**src/rtl/entry_alloc_tracker_pkg.sv**
```systemverilog
// -----------------------------------------------------------------------------
// entry_alloc_tracker_pkg
// Shared defaults and types for the entry allocation tracker.
//   NUM_ENTRIES_DEF : default number of tracked entries (RS/ROB slots)
//   ALLOC_WIDTH_DEF : default maximum allocations per cycle
//   entry_idx_t     : index of one entry
//   alloc_cnt_t     : allocation request/grant count (0..ALLOC_WIDTH)
//   free_cnt_t      : free-entry count (0..NUM_ENTRIES)
// -----------------------------------------------------------------------------
package entry_alloc_tracker_pkg;

   localparam int unsigned NUM_ENTRIES_DEF = 16;
   localparam int unsigned ALLOC_WIDTH_DEF = 4;

   typedef logic [$clog2(NUM_ENTRIES_DEF)-1:0]   entry_idx_t;
   typedef logic [$clog2(ALLOC_WIDTH_DEF+1)-1:0] alloc_cnt_t;
   typedef logic [$clog2(NUM_ENTRIES_DEF+1)-1:0] free_cnt_t;

endpackage

```
**src/rtl/entry_alloc_tracker_multi_psel.sv**
```systemverilog
// -----------------------------------------------------------------------------
// multi_psel
// Picks the N_LANE lowest set bits of a request vector, lowest first.
// Lane k carries the one-hot position of the k-th lowest set bit, or zero
// when fewer than k+1 bits are set.
//   req_i      : request vector (one bit per candidate)
//   grant_oh_o : per-lane one-hot grant, lane 0 holds the lowest set bit
// -----------------------------------------------------------------------------
module multi_psel
   import entry_alloc_tracker_pkg::*;
#(
   parameter int unsigned N_REQ  = NUM_ENTRIES_DEF,
   parameter int unsigned N_LANE = ALLOC_WIDTH_DEF
)(
   input  logic [N_REQ-1:0]             req_i,
   output logic [N_LANE-1:0][N_REQ-1:0] grant_oh_o
);

   logic [N_REQ-1:0] rem_s;
   logic [N_REQ-1:0] low_s;

   // Peel off the lowest remaining set bit once per lane.
   always_comb begin
      rem_s      = req_i;
      low_s      = '0;
      grant_oh_o = '0;
      for (int unsigned l = 0; l < N_LANE; l++) begin
         // two's-complement trick isolates the lowest set bit
         low_s         = rem_s & (~rem_s + N_REQ'(1));
         grant_oh_o[l] = low_s;
         rem_s         = rem_s & ~low_s;
      end
   end

endmodule

```
**src/rtl/entry_alloc_tracker.sv**
```systemverilog
// -----------------------------------------------------------------------------
// entry_alloc_tracker
// Tracks busy/free state of NUM_ENTRIES slots and grants up to ALLOC_WIDTH of
// the lowest-indexed free slots per cycle.
//   clock      : sole clock, rising edge
//   reset_n    : asynchronous active-low reset
//   alloc_num  : entries requested this cycle (clamped to ALLOC_WIDTH)
//   free_mask  : one bit per entry released this cycle
//   flush      : release all entries, no grants this cycle
//   grant_num  : entries granted this cycle (combinational)
//   grant_idx  : granted indices, lowest in lane 0, unused lanes 0
//   grant_vld  : thermometer lane valid (lanes 0..grant_num-1)
//   free_count : registered free-entry count, in step with the busy vector
//   full/empty : free_count==0 / free_count==NUM_ENTRIES (registered)
// Optional feature macro: ALLOC_BYPASS_EN -- entries freed this cycle are
// grantable in the same cycle. Without it, free_mask has no combinational
// path to the grant outputs.
// Assumes NUM_ENTRIES >= ALLOC_WIDTH.
// -----------------------------------------------------------------------------
module entry_alloc_tracker
   import entry_alloc_tracker_pkg::*;
#(
   parameter  int unsigned NUM_ENTRIES = NUM_ENTRIES_DEF,
   parameter  int unsigned ALLOC_WIDTH = ALLOC_WIDTH_DEF,
   localparam int unsigned IDX_W       = $clog2(NUM_ENTRIES),
   localparam int unsigned CNT_W       = $clog2(ALLOC_WIDTH+1),
   localparam int unsigned FC_W        = $clog2(NUM_ENTRIES+1)
)(
   input  logic                              clock,
   input  logic                              reset_n,
   input  logic [CNT_W-1:0]                  alloc_num,
   input  logic [NUM_ENTRIES-1:0]            free_mask,
   input  logic                              flush,
   output logic [CNT_W-1:0]                  grant_num,
   output logic [ALLOC_WIDTH-1:0][IDX_W-1:0] grant_idx,
   output logic [ALLOC_WIDTH-1:0]            grant_vld,
   output logic [FC_W-1:0]                   free_count,
   output logic                              full,
   output logic                              empty
);

   // Count of set bits in an entry vector.
   function automatic logic [FC_W-1:0] popcnt(input logic [NUM_ENTRIES-1:0] v);
      logic [FC_W-1:0] c;
      c = '0;
      for (int unsigned i = 0; i < NUM_ENTRIES; i++) begin
         c = c + FC_W'(v[i]);
      end
      return c;
   endfunction

   // Binary index of a one-hot entry vector (zero for an all-zero vector).
   function automatic logic [IDX_W-1:0] oh2idx(input logic [NUM_ENTRIES-1:0] oh);
      logic [IDX_W-1:0] idx;
      idx = '0;
      for (int unsigned i = 0; i < NUM_ENTRIES; i++) begin
         idx = idx | ({IDX_W{oh[i]}} & IDX_W'(i));
      end
      return idx;
   endfunction

   logic [NUM_ENTRIES-1:0]                  busy_q;
   logic [NUM_ENTRIES-1:0]                  busy_d;
   logic [FC_W-1:0]                         free_count_q;
   logic [FC_W-1:0]                         free_count_d;
   logic                                    full_q;
   logic                                    empty_q;
   logic [NUM_ENTRIES-1:0]                  avail_s;
   logic [FC_W-1:0]                         limit_s;
   logic [FC_W-1:0]                         req_s;
   logic [FC_W-1:0]                         gnum_s;
   logic [NUM_ENTRIES-1:0]                  granted_s;
   logic [ALLOC_WIDTH-1:0][NUM_ENTRIES-1:0] lane_oh_s;

`ifdef ALLOC_BYPASS_EN
   // Entries released this cycle are immediately grantable.
   assign avail_s = ~busy_q | free_mask;
   assign limit_s = free_count_q + popcnt(free_mask & busy_q);
`else
   // Only entries already free in the registered state are grantable.
   assign avail_s = ~busy_q;
   assign limit_s = free_count_q;
`endif

   // Grant count: min(clamped request, grantable entries); zero in flush/reset.
   always_comb begin
      if (FC_W'(alloc_num) > FC_W'(ALLOC_WIDTH)) begin
         req_s = FC_W'(ALLOC_WIDTH);
      end else begin
         req_s = FC_W'(alloc_num);
      end
      if (!reset_n || flush) begin
         gnum_s = '0;
      end else if (req_s < limit_s) begin
         gnum_s = req_s;
      end else begin
         gnum_s = limit_s;
      end
      grant_num = CNT_W'(gnum_s);
   end

   multi_psel #(
      .N_REQ  (NUM_ENTRIES),
      .N_LANE (ALLOC_WIDTH)
   ) u_psel (
      .req_i      (avail_s),
      .grant_oh_o (lane_oh_s)
   );

   // Lane outputs: only the first gnum_s lanes are live; the rest drive zero.
   always_comb begin
      grant_idx = '0;
      grant_vld = '0;
      granted_s = '0;
      for (int unsigned l = 0; l < ALLOC_WIDTH; l++) begin
         if (FC_W'(l) < gnum_s) begin
            grant_vld[l] = 1'b1;
            grant_idx[l] = oh2idx(lane_oh_s[l]);
            granted_s    = granted_s | lane_oh_s[l];
         end else begin
            grant_vld[l] = 1'b0;
            grant_idx[l] = '0;
         end
      end
   end

   // Next busy state: release first, then mark grants (a bypassed entry ends busy).
   always_comb begin
      if (flush) begin
         busy_d = '0;
      end else begin
         busy_d = (busy_q & ~free_mask) | granted_s;
      end
      free_count_d = popcnt(~busy_d);
   end

   // State registers; count and flags are loaded from next state so they never lag busy.
   always_ff @(posedge clock or negedge reset_n) begin
      if (!reset_n) begin
         busy_q       <= '0;
         free_count_q <= FC_W'(NUM_ENTRIES);
         full_q       <= 1'b0;
         empty_q      <= 1'b1;
      end else begin
         busy_q       <= busy_d;
         free_count_q <= free_count_d;
         full_q       <= (free_count_d == '0);
         empty_q      <= (free_count_d == FC_W'(NUM_ENTRIES));
      end
   end

   assign free_count = free_count_q;
   assign full       = full_q;
   assign empty      = empty_q;

endmodule

```
**config.mk**
```make
export PLATFORM = sky130hd
export DESIGN_NAME = entry_alloc_tracker
export DESIGN_NICKNAME = d
export VERILOG_FILES = /design/src/rtl/entry_alloc_tracker_pkg.sv /design/src/rtl/entry_alloc_tracker_multi_psel.sv /design/src/rtl/entry_alloc_tracker.sv
export SDC_FILE = /design/constraint.sdc
export NUM_CORES = 1
export LEC_CHECK = 0
export CAP_MARGIN = 25
export CORE_ASPECT_RATIO = 0.75
export CORE_MARGIN = 2
export CORE_UTILIZATION = 55
export CTS_BUF_LIST = sky130_fd_sc_hd__clkbuf_4
export DETAILED_ROUTE_END_ITERATION = 7
export PLACE_DENSITY = 0.92
export SYNTH_ARGS = -nofsm -noshare
export SYNTH_HDL_FRONTEND = slang
export SYNTH_SLANG_ARGS = --single-unit
```
**constraint.sdc**
```tcl
create_clock -name clock -period 6.7 [get_ports clock]
set_input_delay 1.34 -clock clock [delete_from_list [all_inputs] [get_ports clock]]
set_output_delay 1.34 -clock clock [all_outputs]
set_load 0.05 [all_outputs]
```
==> results.toml <==
[synthesis]
muxShareOfSynthArea_pct = 0.290
synth_top_family_by_area = "compound AO/OA/AOI/OAI gates"
yosys.area_share.simple_pct = 26.4
synth_top_area_cell = "dfrtp_1"
synth_warnings = 0
synth_xor_xnor_area_share_pct = 3.16
synth-main-ff-cell = "dfrtp_1"
syn_area_mm2 = 0.00388
ys_async_sr_fraction_pct = 100
synth_edf_count = 0
synth_top_area_share_pct = 13.5
synth_adder_area_share_pct = 9.63
ys_seq_elements = 23
synth_fp_nets = 573
synthesis.instances = 534
syn_area_per_cell_um2 = 7.27
synth.distinct_cells = 95
ys_top_cells_by_area = "dfrtp_1 (14%), nand2_1 (5.9%), a21oi_1 (5.7%)"
seq_area_frac_synth_pct = 14.9
synth_compound_area_share_pct = 37.4

[layout]
drive_gt1_share_pct = 27.2
diodes = 0
fill_cells = 490
nets = 666
seq_area_um2 = 579
area_growth_pct = 33.6
multi_input_area_mm2 = 0.00326

[place]
place_ws_ps = -819
hpwlAfterDp_um = 11800
port_buffers = 51
gp_congestion = 1.01

[global_route]
antenna_found_initial = 0
grt-ovfl-total = 0
grt_pass1_wl_um = 25200
grt.total_usage_pct = 41.6
grt_pass1_vias = 4556
grt_max_degree = 24

[min_path]
hp-class = "reg2reg"

[drt]
dr.pass1.iters = 6
vias = 5086
routed_wl_um = 17100
drcViolationCount = 0
final_antenna_net_count = 0
drt_iter0_drc = 743
viasPerCell = 7.16
routedWlPerCell_um = 24.1

[clock_tree]
hold_buffers = 0
clkTransAtPathRegs_ps = 150
cts_num_sinks = 23
cts_buffer_depth = 2
cts_buffers = 3
cts_tree = "yes"
htreeDepth = 1
cts_root_buffer = "clkbuf_4"
clock_latency_ps = 350

[power_and_ir_drop]
power.density_mw_per_mm2 = 231
ir_drop_mv = 0.346
p_leak_nw = 2.00
power_w = 0.00120

[critical_path]
crit_chain = "buf_12 -> nor2b_4 -> ha_4 -> nand4bb_4 -> a21oi_4 -> or3b_4 -> a21oi_4 -> buf_4 -> a21oi_4 -> o21ai_0 -> nor2_1 -> a211oi_2 -> fa_1 -> fa_1 -> fa_1 -> fa_1 -> inv_2 -> fa_2 -> a21o_1 -> a21oi_2 -> xnor2_2 -> nor4_4 -> and2_1"
crit_slowest_cell = "fa_1"
critPathKind = "in2reg"
startpoint_type = "primary input"
cp_common_cell = "fa_1"
crit_required_ps = 7000
cp-end-kind = "flip-flop"
cp_max_fo = 6
critPathMaxStageDelay_ps = 540
cp.arrival_ps = 7160

[die]
ios = 52
initial_core_util_pct = 56.8
dieHeight_um = 76.8
core_area_mm2 = 0.00683
fp.dieW_um = 101
num_rows = 26
design.die.area_mm2 = 0.00776

[sta]
fin_crit_sh_pct = 102
fin_skew_ps = 19.3
timing.fmax_mhz = 146
hold_viol = 0
setup_violations = 2
maxSlewHeadroom_pct = 53.0
worst_slew_pin_slew_ps = 705
report.final.slew_viol_count = 0
final.min_clock_period_ps = 6860
final.setup.worst_slack_ps = -161
rsz0062_at_grt = "true"

[run]
maxCapViolations = 0

[run_status]
status = "finished with violations"
failed_checks = "setup timing"
## worst paths after layout
kind | slack (ps) | start | cells after the start | to
min in group asynchronous | 1430 | reset_n | 2 | free_count[0]
max in group asynchronous | 4980 | reset_n | 2 | free_count[4]
setup / recovery | -160 | alloc_num[2] | 23 | empty
setup reg to reg | 0 | busy_q[1] | 21 | empty
hold / removal | 780 | busy_q[0] | 2 | busy_q[0]
hold reg to reg | 780 | busy_q[0] | 2 | busy_q[0]
## cell usage after synthesis, types with 10 or more instances
| cell type | instances |
|---|---|
| nand2b_1 | 12 |
| clkbuf_1 | 18 |
| nand2_1 | 61 |
| a21oi_1 | 44 |
| nand3_1 | 14 |
| nor3_1 | 13 |
| fa_1 | 10 |
| o21ai_0 | 38 |
| and2_1 | 11 |
| buf_2 | 10 |
| nor2_1 | 38 |
| xnor2_1 | 11 |
| inv_1 | 28 |
| dfrtp_1 | 21 |
## per-stage QoR
| step | cell area (um2) | hold slack [ps] | utilization, % | TNS (ps) | std cells |
|---|---|---|---|---|---|
| global placement | 4830 | 818 | 70.8 | -1230 | 690 |
| CTS | 5060 | 833 | 74.0 | 0 | 706 |
| finish | 5190 | 781 | 76.0 | -274 | 710 |
| detailed placement | 4830 | 802 | 70.8 | -3690 | 690 |
| global route | 5190 | 814 | 76.0 | -587 | 710 |
| floorplan | 3990 | 700 | - | -176 | 534 |
## state kept, by name (all words and copies together), names as in the netlist
register	flops
busy_q	16
empty	1
free_count	5
full	1
## layout make-up
cell class,instances,area share [%]
sequential,23,11.2
clock buffer,3,0.434
clock inverter,1,0.0964
multi-input combinational,440,62.7
tap,84,2.03
timing repair buffer,126,20.9
inverter,33,2.60
## cell usage in the layout, fill, tap and decap left out, drive strengths merged, types with 11 or more instances in the layout
cell type,count
inv,30
nand3,15
o21ai,43
a21oi,46
and2,12
clkdlybuf4s50,47
nor2,43
buf,79
nand2,62
nor3,14
xnor2,11
dfrtp,21
nand2b,12
## repair_timing
item / in CTS / in global routing
endpoints found under the setup margin: 6 / 6
pin swaps: 22 / 25
buffers inserted: 12 / 4
gates resized for setup: 23 / 32
cloned: 0 / 0
## cell families (layout without fill, tap and decap cells)
| family | after synthesis | after routing |
|---|---|---|
| compound gates | 202 | 202 |
| xor+xnor | 14 | 14 |
| fa+ha+maj | 25 | 25 |
| buf+inv | 71 | 163 |
| flops | 23 | 23 |
| mux | 1 | 1 |
| simple gates | 198 | 198 |
## report_power, final
part,total [W],switching [W],internal (W)
logic,0.000901,0.000527,0.000374
registers,0.000224,0.0000572,0.000167
clock network,0.0000721,0.0000495,0.0000225
## critical path: cells and delay by family
family                   cells  cell delay, ps
buffers and inverters        3             330
XOR/XNOR                     1             120
AND/OR/NAND/NOR              6            1370
adder cells (fa/ha/maj)      6            2640
AO/OA/AOI/OAI                7            1350
## per-layer routing
layer  vias up  track usage [%]  routed length [um]
met5         -                0                   0
met4         0             16.9                1120
met1      2285             60.6                6410
met2       497             61.2                7250
met3       123             6.38                2310
li1       2181                -                   -
Note: power is estimated with default switching activity, not from simulation.
